## src/rtl/cache_mem_arbiter.sv

```systemverilog
// cache_mem_arbiter
//   Shares the single RAM port between the instruction-fetch and data-access
//   streams of the cache block. One access is granted at a time through a
//   registered grant state; every grant is watched by a timeout counter.
//
// Ports
//   CLK, nRST          clock (rising edge), synchronous active-low reset
//   iREN, iaddr        instruction read request / word address
//   iwait, iload       instruction wait (1 = not done) / read data
//   dREN, dWEN         data read / write request
//   daddr, dstore      data word address / write value
//   dwait, dload       data wait (1 = not done) / read data
//   ramREN, ramWEN     RAM read / write enable
//   ramaddr, ramstore  RAM address / write value
//   ramload, ramstate  RAM read data / status (FREE=0 BUSY=1 ACCESS=2 ERROR=3)
//   err                sticky error flag (RAM ERROR or grant timeout)
//
// Parameter
//   TIMEOUT            max grant cycles before abort (>= 2)
//
// Build option
//   ARB_ROUND_ROBIN_EN defined: on simultaneous requests grant the side that
//                      did not complete last. Undefined: data side always wins.
//
// state | meaning
// IDLE  | no grant; arbitrate pending requests for the next cycle
// IGNT  | RAM port driven by the instruction-fetch side
// DGNT  | RAM port driven by the data-access side

module cache_mem_arbiter #(
  parameter int TIMEOUT = 255
) (
  input  logic        CLK,
  input  logic        nRST,
  input  logic        iREN,
  input  logic [31:0] iaddr,
  output logic        iwait,
  output logic [31:0] iload,
  input  logic        dREN,
  input  logic        dWEN,
  input  logic [31:0] daddr,
  input  logic [31:0] dstore,
  output logic        dwait,
  output logic [31:0] dload,
  output logic        ramREN,
  output logic        ramWEN,
  output logic [31:0] ramaddr,
  output logic [31:0] ramstore,
  input  logic [31:0] ramload,
  input  logic [1:0]  ramstate,
  output logic        err
);

  localparam int            CW         = $clog2(TIMEOUT + 1);
  localparam logic [CW-1:0] TMO_LAST   = CW'(TIMEOUT - 1);
  localparam logic [1:0]    RAM_ACCESS = 2'd2;
  localparam logic [1:0]    RAM_ERROR  = 2'd3;

  typedef enum logic [1:0] {
    IDLE = 2'd0,
    IGNT = 2'd1,
    DGNT = 2'd2
  } state_t;

  state_t        state, next_state;
  logic [CW-1:0] tmo_cnt, next_tmo_cnt;
  logic          last_d, next_last_d;
  logic          next_err;
  logic          dreq;
  logic          req_held;

  assign dreq  = dREN | dWEN;
  assign iload = ramload;
  assign dload = ramload;

`ifndef ARB_ROUND_ROBIN_EN
  // last_d is only consulted by the round-robin build.
  logic unused_last_d;
  assign unused_last_d = last_d;
`endif

  always_ff @(posedge CLK) begin
    if (!nRST) begin
      state   <= IDLE;
      tmo_cnt <= '0;
      err     <= 1'b0;
      last_d  <= 1'b0;
    end else begin
      state   <= next_state;
      tmo_cnt <= next_tmo_cnt;
      err     <= next_err;
      last_d  <= next_last_d;
    end
  end

  always_comb begin
    next_state  = state;
    next_last_d = last_d;
    next_err    = err;
    req_held    = 1'b0;
    ramREN      = 1'b0;
    ramWEN      = 1'b0;
    ramaddr     = '0;
    ramstore    = '0;
    iwait       = 1'b1;
    dwait       = 1'b1;

    case (state)
      IDLE: begin
        if (dreq && iREN) begin
`ifdef ARB_ROUND_ROBIN_EN
          next_state = last_d ? IGNT : DGNT;
`else
          next_state = DGNT;
`endif
        end else if (dreq) begin
          next_state = DGNT;
        end else if (iREN) begin
          next_state = IGNT;
        end
      end
      IGNT: begin
        ramREN   = 1'b1;
        ramaddr  = iaddr;
        iwait    = (ramstate != RAM_ACCESS);
        req_held = iREN;
      end
      DGNT: begin
        ramaddr  = daddr;
        ramstore = dstore;
        ramWEN   = dWEN;
        ramREN   = dREN & ~dWEN;
        dwait    = (ramstate != RAM_ACCESS);
        req_held = dreq;
      end
      default: next_state = IDLE;
    endcase

    // Grant exits, highest priority first. Every exit returns to IDLE.
    if (state == IGNT || state == DGNT) begin
      if (ramstate == RAM_ACCESS) begin
        next_state  = IDLE;
        next_last_d = (state == DGNT);
      end else if (ramstate == RAM_ERROR) begin
        next_state = IDLE;
        next_err   = 1'b1;
      end else if (tmo_cnt == TMO_LAST) begin
        next_state = IDLE;
        next_err   = 1'b1;
      end else if (!req_held) begin
        next_state = IDLE;
      end
    end

    // Counter restarts at zero on every grant entry; the exit at TMO_LAST
    // bounds it, so it never wraps.
    if (state != IDLE && next_state != IDLE)
      next_tmo_cnt = tmo_cnt + CW'(1);
    else
      next_tmo_cnt = '0;
  end

endmodule

```

## config.mk

```make
export PLATFORM = sky130hd
export DESIGN_NAME = cache_mem_arbiter
export DESIGN_NICKNAME = d
export VERILOG_FILES = /design/src/rtl/cache_mem_arbiter.sv
export SDC_FILE = /design/constraint.sdc
export NUM_CORES = 1
export LEC_CHECK = 0
export ABC_AREA = 1
export CELL_PAD_IN_SITES_DETAIL_PLACEMENT = 1
export CELL_PAD_IN_SITES_GLOBAL_PLACEMENT = 1
export CORE_ASPECT_RATIO = 1.1
export CORE_MARGIN = 1.5
export CORE_UTILIZATION = 13
export DETAILED_ROUTE_END_ITERATION = 6
export PLACE_DENSITY_LB_ADDON = 0.05
export SYNTH_ARGS = -nofsm -noshare
export SYNTH_HDL_FRONTEND = slang
export SYNTH_SLANG_ARGS = --single-unit
```

## constraint.sdc

```tcl
create_clock -name CLK -period 2 [get_ports CLK]
set_clock_uncertainty 0.1 [all_clocks]
set_input_delay 0.3 -clock CLK [delete_from_list [all_inputs] [get_ports CLK]]
set_output_delay 0.3 -clock CLK [all_outputs]
set_load 0.1 [all_outputs]
```

==> flow_metrics.py, run 1 <==
metrics = {
    "status": {
        "status": "completed",
    },
    "synthesis": {
        "synth_nets": 462,
        "ys_warn_count": 0,
        "synth_top_family_by_area": "buffers and inverters",
        "synth-seq-cells": 11,
        "synth_top_area_share_pct": 25.8,
        "synth.avg_cell_area_um2": 5.79,
        "syn_inst": 322,
        "ys_seq_area_share_pct": 11.8,
        "synth_fa_ha_area_share_pct": 3.35,
        "netlist_top_cells_area": "buf_4 26%, nand2_1 23%, dfxtp_1 12%",
        "ys_types": 25,
        "synth-main-ff-cell": "dfxtp_1",
        "synth_edf_count": 0,
        "yosys.area_share.simple_pct": 32.0,
        "synth_most_common_cell": "nand2_1",
        "muxShareOfSynthArea_pct": 0,
        "synth_compound_area_share_pct": 11.5,
        "yosys-top-cells-count": "114 x nand2_1, 64 x buf_4, 43 x inv_1",
        "ys_async_sr_fraction_pct": 0,
        "synth_xor_area_share_pct": 2.35,
        "synth_area_um2": 1870,
        "synth_top_area_cell": "buf_4",
    },
    "power_and_ir_drop": {
        "cellPowerDensity_nw_per_um2": 840,
        "switching_power_w": 0.00227,
        "comb_power_share_pct": 84.6,
        "finalPower_w": 0.00409,
        "p_int_w": 0.00182,
        "vdd_drop_max_uv": 402,
        "p_clk_share_pct": 9.0,
        "seq_power_share_pct": 6.3,
        "p_leak_nw": 1.59,
        "power.share.switching_pct": 55.5,
    },
    "clock_network": {
        "cts_root_buf": "clkbuf_16",
        "cts_buffers": 3,
        "clk_latency_ns": 0.24,
        "cts_hold_buf": 0,
        "cts_tree": "built",
        "clkTransAtPathRegs_ns": 0.04,
        "htree_levels": 1,
        "cts_buffer_depth": 2,
        "clkSinkCount": 11,
    },
    "detailed_routing": {
        "routed-via-count": 2269,
        "post-route-drc-count": 0,
        "drt_wl_total_um": 9430,
        "wire_per_inst_um": 15.2,
        "drtIter0Drc": 36,
        "via_per_inst": 3.65,
        "postRouteAntennaNets": 0,
        "drt-pass1-iter-count": 4,
    },
    "timing": {
        "fmax_mhz": 503,
        "tightest_slew_ns": 0.388,
        "period_share_pct": 99.5,
        "final_hold_viol_count": 0,
        "setup_viol_count_final": 0,
        "finalSetupTns_ns": 0,
        "rsz0062_at_grt": "true",
        "drv_slew": 0,
        "layout_setup_ws_ns": 0.0105,
        "min_period_ns": 1.99,
        "max_slew_margin_pct": 74.0,
    },
    "die": {
        "dieArea_um2": 15100,
        "ios": 268,
        "rows": 45,
        "core_region_area_um2": 13900,
        "die_h_um": 129,
        "initial_utilization_pct": 13.4,
        "die_w_um": 117,
    },
    "global_route": {
        "grt_antenna_before_repair": 0,
        "grt_use_total_pct": 11.9,
        "grt_pass1_wl_um": 13600,
        "gr-total-overflow": 0,
        "grt_max_degree": 25,
        "first_global_vias": 2343,
    },
    "worst_setup_path": {
        "critPathArrivalTime_ns": 1.59,
        "crit_path_end_kind": "output pin",
        "start_kind": "flip-flop",
        "critPathMaxFanout": 8,
        "worstSetupPathType": "flip-flop to output pin",
        "critPathRequiredTime_ns": 1.60,
        "worstRegToRegCells": 9,
    },
    "placed_design": {
        "place_congestion": 0.697,
        "dp_slack_ns": 0.0836,
        "io_buffer_count": 171,
        "dp_hpwl_um": 7220,
    },
    "finish": {
        "areaGrowthSynthToFinish_pct": 161,
        "final_util_pct": 35.0,
        "n_fill_cell": 1576,
        "drive_gt1_share_pct": 41.6,
        "final_nets": 574,
        "n_antenna_cell": 0,
    },
    "worst_hold_path": {
        "holdPathStages": 1,
        "worst_hold_path_type": "flip-flop to flip-flop",
    },
    "job": {
        "drv_cap": 0,
    },
}
-- cells by family after synthesis --
logic type      after synthesis
simple gates                140
buf+inv                     124
flops                        11
xor+xnor                      5
compound gates               37
fa+ha+maj                     5
-- cell usage in the layout, fill, tap and decap left out --
cell type / count
a21oi_4: 33
buf_12: 71
inv_2: 1
nor3_2: 8
nor2_2: 2
nand2_1: 111
a31oi_2: 1
clkinv_8: 1
nand2_2: 6
dfxtp_4: 2
ha_1: 2
inv_4: 2
nor2_1: 6
xor2_1: 3
clkinv_2: 1
o21a_1: 1
nor2_4: 1
clkinvlp_4: 29
buf_16: 5
o21ai_4: 1
nor3_1: 1
ha_4: 3
nand4_1: 1
dfxtp_1: 9
clkbuf_16: 4
bufbuf_16: 1
buf_4: 7
inv_1: 11
xnor2_1: 2
clkdlybuf4s50_1: 102
nand3_1: 4
a21oi_2: 1
-- worst max-delay path: stages (launching register included) --
cell	delay (ns)
dfxtp_4	0.38
inv_4	0.05
ha_4	0.30
clkinv_8	0.10
buf_16	0.18
a21oi_4	0.14
buf_12	0.19
-- area by class of cell --
cell class / count / area (µm²) / area share [%]
repair buffers: 187 / 2690 / 55.3
multi-input cells: 187 / 1340 / 27.5
inverters: 44 / 292 / 6.00
well taps: 188 / 235 / 4.84
flip-flops and latches: 11 / 228 / 4.68
clock buffers: 3 / 75.1 / 1.54
clock inverters: 1 / 5.00 / 0.103
-- metrics by stage --
stage / instance area [µm²] / hold WS [ns] / std cells
final: 4860 / 0.384 / 621
after global routing: 4860 / 0.413 / 621
after CTS: 4810 / 0.380 / 618
after detailed placement: 4510 / 0.368 / 608
after global placement: 4510 / 0.369 / 608
after floorplan: 2370 / 0.318 / 322
-- worst paths after layout --
kind	from	end	slack, ns
setup / recovery	state[1]	ramaddr[27]	0.01
hold / removal	err	err	0.38
setup reg to reg	state[1]	tmo_cnt[2]	0.43
hold reg to reg	err	err	0.38
-- layer usage --
layer | share of wire (%) | GRT usage [%] | vias up | wire, µm
met3 | 7.8 | 2.07 | 11 | 731
li1 | - | - | 1126 | -
met4 | 0.80 | 2.13 | 0 | 75
met1 | 35 | 13.0 | 1051 | 3330
met5 | 0 | 0 | - | 0
met2 | 56 | 23.8 | 81 | 5290
-- what timing repair did --
item	4_1_cts	5_1_grt
cloned	5	1
pin swaps	1	2
endpoints found under the setup margin	33	53
buffers inserted	1	2
gates resized for setup	18	4
-- power by group through the flow --
stage	Combinational [W]	Clock [W]	Sequential, W
2_1_floorplan	0.00260	0	0.000269
6_report	0.00346	0.000369	0.000258
3_3_place_gp	0.00315	0	0.000251
4_1_cts	0.00346	0.000380	0.000256
3_5_place_dp	0.00316	0	0.000253
5_1_grt	0.00360	0.000389	0.000261
-- sequential cells by signal, indices dropped and copies added (netlist names) --
signal,cells
err,1
state,2
tmo_cnt,8
Note: power is estimated with default switching activity, not from simulation.
==> run 2: changes to the inputs <==
CTS_CLUSTER_DIAMETER = 60   (was default)
==> results of run 2 <==
Same layout as run 1: the final DEF is identical, and so are final timing and power.
